### src/rtl/adc_capture_wr.sv
// -----------------------------------------------------------------------------
// adc_capture_wr
//
// Capture write controller. A capture request arms it. It then writes exactly
// DEPTH samples into the capture memory at addresses 0 .. DEPTH-1 and raises
// capture_done so the downstream packet read controller can start reading.
//
// Optional feature macro: ADC_CAP_SELF_TEST_EN
//   defined   -> self_test_mode replaces ADC data with a counting pattern
//                (the current address, zero-extended) and accepts a sample
//                on every CAPTURE cycle.
//   undefined -> self_test_mode is ignored. The port is kept for pin
//                compatibility.
//
// Ports
//   clk             in   capture clock, rising edge
//   rst             in   synchronous active-high reset
//   capture_start   in   one-cycle request: IDLE/DONE -> CAPTURE
//   capture_again   in   one-cycle request: DONE -> CAPTURE only
//   self_test_mode  in   level, selects counting pattern (macro permitting)
//   adc_data        in   [DATA_W-1:0] ADC sample
//   adc_valid       in   sample qualifier
//   mem_wr_en       out  one-cycle write strobe per accepted sample
//   mem_wr_addr     out  [ADDR_W-1:0] write address
//   mem_wr_data     out  [DATA_W-1:0] write data
//   capture_busy    out  high while capturing
//   capture_done    out  high from the final write until the next capture
//   wr_count        out  [ADDR_W:0] samples written in the current capture
//   state_dbg       out  [1:0] FSM state (0 IDLE, 1 CAPTURE, 2 DONE)
//
// Sample handshake: the ADC stream has no backpressure. A sample is accepted
// in any CAPTURE cycle where adc_valid is 1, or in every CAPTURE cycle while
// self-test is active. Samples seen outside CAPTURE are dropped. Each accepted
// sample produces exactly one mem_wr_en pulse on the following cycle, carrying
// that sample's address and data.
// -----------------------------------------------------------------------------
module adc_capture_wr #(
  parameter int DATA_W = 18,
  parameter int ADDR_W = 14,
  parameter int DEPTH  = 16384
) (
  input  logic              clk,
  input  logic              rst,
  input  logic              capture_start,
  input  logic              capture_again,
  input  logic              self_test_mode,
  input  logic [DATA_W-1:0] adc_data,
  input  logic              adc_valid,
  output logic              mem_wr_en,
  output logic [ADDR_W-1:0] mem_wr_addr,
  output logic [DATA_W-1:0] mem_wr_data,
  output logic              capture_busy,
  output logic              capture_done,
  output logic [ADDR_W:0]   wr_count,
  output logic [1:0]        state_dbg
);

  typedef enum logic [1:0] {
    ST_IDLE    = 2'd0,
    ST_CAPTURE = 2'd1,
    ST_DONE    = 2'd2
  } state_e;

  // The sample counter is one bit wider than the address so that it can hold
  // DEPTH itself when DEPTH == 2**ADDR_W. It doubles as the write address.
  localparam logic [ADDR_W:0] LAST_CNT = (ADDR_W+1)'(DEPTH - 1);
  localparam logic [ADDR_W:0] CNT_ONE  = (ADDR_W+1)'(1);

  state_e            state_q, state_d;
  logic [ADDR_W:0]   cnt_q, cnt_d;
  logic              wr_en_q, wr_en_d;
  logic [ADDR_W-1:0] addr_q, addr_d;
  logic [DATA_W-1:0] data_q, data_d;
  logic              busy_q, busy_d;
  logic              done_q, done_d;

  logic st_sel;
  logic accept;
  logic last_sample;
  logic restart;

`ifdef ADC_CAP_SELF_TEST_EN
  assign st_sel = self_test_mode;
`else
  logic unused_self_test_mode;
  assign unused_self_test_mode = self_test_mode;
  assign st_sel = 1'b0;
`endif

  assign accept      = (state_q == ST_CAPTURE) && (adc_valid || st_sel);
  assign last_sample = accept && (cnt_q == LAST_CNT);
  // capture_again is only honoured from DONE. Both requests together still
  // give one restart because they feed a single OR.
  assign restart     = ((state_q == ST_IDLE) && capture_start) ||
                       ((state_q == ST_DONE) && (capture_start || capture_again));

  // State and output registers
  always_ff @(posedge clk) begin
    if (rst) begin
      state_q <= ST_IDLE;
      cnt_q   <= '0;
      wr_en_q <= 1'b0;
      addr_q  <= '0;
      data_q  <= '0;
      busy_q  <= 1'b0;
      done_q  <= 1'b0;
    end else begin
      state_q <= state_d;
      cnt_q   <= cnt_d;
      wr_en_q <= wr_en_d;
      addr_q  <= addr_d;
      data_q  <= data_d;
      busy_q  <= busy_d;
      done_q  <= done_d;
    end
  end

  // Next-state logic. Requests are not examined in CAPTURE, so a capture
  // always runs to completion.
  always_comb begin
    state_d = state_q;
    case (state_q)
      ST_IDLE:    if (capture_start)                  state_d = ST_CAPTURE;
      ST_CAPTURE: if (last_sample)                    state_d = ST_DONE;
      ST_DONE:    if (capture_start || capture_again) state_d = ST_CAPTURE;
      default:                                        state_d = ST_IDLE;
    endcase
  end

  // Output / datapath next values. Busy and done follow the next state so
  // that the final write cycle already shows done=1, busy=0.
  always_comb begin
    wr_en_d = 1'b0;
    addr_d  = addr_q;
    data_d  = data_q;
    cnt_d   = cnt_q;
    busy_d  = (state_d == ST_CAPTURE);
    done_d  = (state_d == ST_DONE);
    if (restart) begin
      cnt_d = '0;
    end else if (accept) begin
      wr_en_d = 1'b1;
      addr_d  = cnt_q[ADDR_W-1:0];
      data_d  = st_sel ? DATA_W'(cnt_q[ADDR_W-1:0]) : adc_data;
      cnt_d   = cnt_q + CNT_ONE;
    end
  end

  assign mem_wr_en    = wr_en_q;
  assign mem_wr_addr  = addr_q;
  assign mem_wr_data  = data_q;
  assign capture_busy = busy_q;
  assign capture_done = done_q;
  assign wr_count     = cnt_q;
  assign state_dbg    = state_q;

endmodule

### config.mk
export PLATFORM = sky130hd
export DESIGN_NAME = adc_capture_wr
export DESIGN_NICKNAME = d
export VERILOG_FILES = /design/src/rtl/adc_capture_wr.sv
export SDC_FILE = /design/constraint.sdc
export NUM_CORES = 1
export LEC_CHECK = 0
export CAP_MARGIN = 5
export CORE_ASPECT_RATIO = 0.6
export CORE_MARGIN = 1
export CORE_UTILIZATION = 47
export DETAILED_ROUTE_END_ITERATION = 16
export GPL_TIMING_DRIVEN = 1
export PLACE_DENSITY = 0.81
export SYNTH_ARGS = -nofsm -noshare
export SYNTH_HDL_FRONTEND = slang
export SYNTH_SLANG_ARGS = --single-unit
### constraint.sdc
create_clock -name clk -period 4.23 [get_ports clk]
set_input_delay 0.423 -clock clk [delete_from_list [all_inputs] [get_ports clk]]
set_output_delay 0.423 -clock clk [all_outputs]
set_load 0.02 [all_outputs]
### After elaboration in Yosys (flattened, before gate mapping)

Cells that the tools add are included.

* register bits after elaboration: 52
* input port bits: 24
* word-level logic and storage cells: 28

* $add $sub $neg: 1
* equal/unequal tests: 5
* mux-type cells: 5
* bitwise operators: 1
* reduce and logical (&&, ||, !) cells: 9

Operators with widths (number)
* $add A15 B1 Y15 const B: 1
* $eq A15 B14 Y1 const B: 1
* $mux W2: 3
* $pmux W2 S3: 1
* $eq A2 B1 Y1 const B: 2
* $eq A2 B2 Y1 const B: 2
* $logic_and A1 B1 Y1: 4
* $logic_not A2 Y1: 1
* $logic_or A1 B1 Y1: 2
* $reduce_and A2 Y1: 1
* $reduce_or A2 Y1: 1
* $mux W1: 1
* $not A1 Y1: 1

### Longest topological paths before layout

* word-level depth: 6
* depth in mapped cells: 5
* mapped depth without buffers: 4

### Worst setup path after synthesis

Ideal clock, no wire load.

* path kind: flip-flop to flip-flop
* start: reg cnt_q[0] (netlist: wr_count[0])
* end: reg busy_q (netlist: capture_busy)
* library setup time: 0.122 ns
* data arrival time: 1.763 ns
* required time: 4.108 ns
* slack: 2.346 ns
* cell stages (with the launch flop): 6
* path buffers: 1
* period minus slack after synthesis: 1.884 ns
* cells stage by stage: dfxtp_1 -> ha_1 -> nand4_1 -> or4_1 -> clkbuf_1 -> o311a_1

* longest elaborated chain between the ends: 5

Ends and longest elaborated chain
* from (decl): RTL line 70 `logic [ADDR_W:0] cnt_q, cnt_d;`
* from (signal assigned): RTL line 109 `cnt_q <= cnt_d;`
* $eq A15 B14 Y1: RTL line 91 `assign last_sample = accept && (cnt_q == LAST_CNT);`
* $logic_and A1 B1 Y1: RTL line 91
* $mux W2: RTL line 124 `ST_CAPTURE: if (last_sample) state_d = ST_DONE;`
* $pmux W2 S3: RTL line 122 `case (state_q)`
* $eq A2 B1 Y1: RTL line 137 `busy_d = (state_d == ST_CAPTURE);`
* to (signal assigned): RTL line 113 `busy_q <= busy_d;`
* to (decl): RTL line 74 `logic busy_q, busy_d;`

No other way between the ends.
A chain may end at the register's enable or synchronous reset.

### Worst setup path after layout

* start: in rst
* end: reg cnt_q[0] (netlist: wr_count[0])

* longest elaborated chain between the ends: 1

Ends and longest elaborated chain
* from (decl): RTL line 43 `input logic rst,`
* $reduce_or A2 Y1 (no line)

No other way between the ends.

==> metrics.csv <==
metric,value,unit
yosys.cell_types.count,26,
netlist_instances,254,
grt_first_pass_wirelength,7990,um
hold_violations,0,
synth-seq-cells,52,
worstPathBufferInverterCount,3,
p_leak,0.9710,nW
num_rows,18,
ir_drop,272.0,uV
fin_tns_setup,0,ns
synth_edf_count,0,
drc_errors,0,
final_cells,383,
synth_most_common_cell,nand2_1,
cts-resized-gates,0,
max_freq,453.4,MHz
top_layer,met3,
relSlewSlack,22.26,%
ios,76,
ys_top_cells_by_count,"nand2_1, dfxtp_1, a21oi_1",
diodes,0,
cts.reportedPaths.clkPinSlew,0.10,ns
cp_max_fo,34,
post_cts_buffers,0,
power,946.7,uW
htreeDepth,2,
drt_iter0_markers,164,
cp.required,4.41,ns
synth_area,2086,um2
syn-num-nets,279,
tightest_slew,1.166,ns
critPathKind,input port to flop,
outcome,completed,
postRouteAntennaNets,0,
place_congestion,0.8256,
maxCapViolations,0,
via_count,1993,
drive_gt1_share,4.334,%
powerDensity,317.1,nW/um2
rsz0062_at_grt,no,
cts-root-buf,clkbuf_8,
hold_slack,0.4552,ns
dpl_cell_area,2870,um2
overflow,0,
cts_sinks,52,
path_delay_family,buffers and inverters,
finalSetupViolCount,0,
viasPerCell,5.204,
clkLatencyLatePin,0.30,ns
synth_top_area_cell,dfxtp_1,
coreArea,4189,um2
clock_path_buffers,2,
cp-start-kind,input port,
port-buffer-count,74,
fin_crit_sh,52.14,%
grt_pass1_vias,1725,
firstDrtPassIters,4,
fillCellCount,333,
finish.instance_area,2985,um2
cpPeakStageDelay,0.53,ns
ys_top_cells_by_area,"dfxtp_1, nand2_1, a21oi_1",
die-area,4717,um2
ys_seq_area_share,49.91,%
die_x,88,um
cts_tree,built,
postCtsHoldBufs,0,
dp_hpwl,3422,um
async_flop_share,0,%
worst_slack,2.025,ns
dr_wl_met3,418,um
grt_max_degree,35,
syn_area_per_cell,8.212,um2
place_inst,375,
avgRoutedWirePerCell,13.24,um
area_growth,43.13,%
antenna_found_initial,0,
fin_crit,2.206,ns
netlist.area_leader.share,49.91,%
fin_skew,0.01028,ns
worstSetupEndpointType,flop,
start_util,49.79,%
grt.total_usage,22.58,%
ys_warn_count,0,
drt-total-wl,5071,um
wl_met2,2190,um
cpMaxStageDelayCell,clkinv_1,
fin_nets,347,
dieHeight,53.60,um
post-place-ws,1.701,ns
arrival,2.39,ns
hp-class,flop to flop,
fin_util,71.27,%
synth_flop_cell,dfxtp_1,
numCtsBuffers,5,
path_cells,clkdlybuf4s50_1 > buf_4 > clkinv_1 > o21ai_1 > nor2_1,
met1_length,2462,um
slew_viol_final,0,
## path summary, 6_finish.rpt
path	from	depth (start not counted)	to	slack, ns
setup / recovery	rst	5	wr_count[0]	2.02
setup reg to reg	state_dbg[0]	5	mem_wr_data[17]	2.14
hold reg to reg	mem_wr_data[11]	2	mem_wr_data[11]	0.46
hold / removal	mem_wr_data[11]	2	mem_wr_data[11]	0.46
## power by group
| part | switching (mW) | leakage (nW) | internal (mW) |
|---|---|---|---|
| Sequential | 0.00489 | 0.421 | 0.499 |
| Clock | 0.166 | 0.0548 | 0.178 |
| Combinational | 0.0525 | 0.495 | 0.0465 |
| Total | 0.223 | 0.971 | 0.723 |
## state kept, by name (all words and copies together), names as in the netlist
| signal | count |
|---|---|
| wr_count | 15 |
| mem_wr_addr | 14 |
| state_dbg | 2 |
| capture_busy | 1 |
| capture_done | 1 |
| mem_wr_data | 18 |
| mem_wr_en | 1 |
## kinds of logic after synthesis
family                   Yosys count  share of synthesized area, %
AO/OA/AOI/OAI                     65                         18.06
adder cells (fa/ha/maj)            1                        0.5998
buffers and inverters             29                         5.279
multiplexers                       9                         4.319
AND/OR/NAND/NOR                   97                         21.42
flip-flops                        52                         49.91
XOR/XNOR                           1                        0.4200
## area by class of cell
class                   count  area, um2  area share, %
repair buffers             79      778.2          26.07
clock inverters             3      46.29          1.551
well taps                  60      75.07          2.515
inverters                  11      41.29          1.383
flip-flops and latches     52       1041          34.87
clock buffers               5      68.82          2.305
multi-input cells         173      934.6          31.31
## cells in the final DEF, fill, tap and decap left out
cell,instances
a211o_1,1
a21oi_1,39
and3b_1,1
buf_4,5
bufinv_16,1
clkbuf_8,5
clkdlybuf4s50_1,74
clkinv_1,1
clkinvlp_4,1
dfxtp_1,52
ha_1,1
inv_1,10
inv_6,1
mux2i_1,9
nand2_1,69
nand3_1,1
nand3b_1,1
nand4_1,6
nand4b_1,1
nand4b_4,1
nor2_1,4
nor3_1,1
nor4_1,6
o211ai_1,15
o21ai_0,7
o21ai_1,1
o311a_1,2
or3_1,5
or4_1,1
xnor2_1,1
## worst register-to-register path: stages, from the launching register on
cell	delay (ns)
dfxtp_1	0.32
buf_4	0.27
and3b_1	0.99
buf_4	0.28
nand2_1	0.05
a21oi_1	0.11
## layer usage
| layer | global-route usage (%) | up-vias |
|---|---|---|
| li1 | - | 1009 |
| met1 | 31.84 | 918 |
| met2 | 33.59 | 66 |
| met3 | 7.209 | 0 |
| met4 | 5.464 | 0 |
| met5 | 0 | - |
Note: power is estimated with default switching activity, not from simulation.
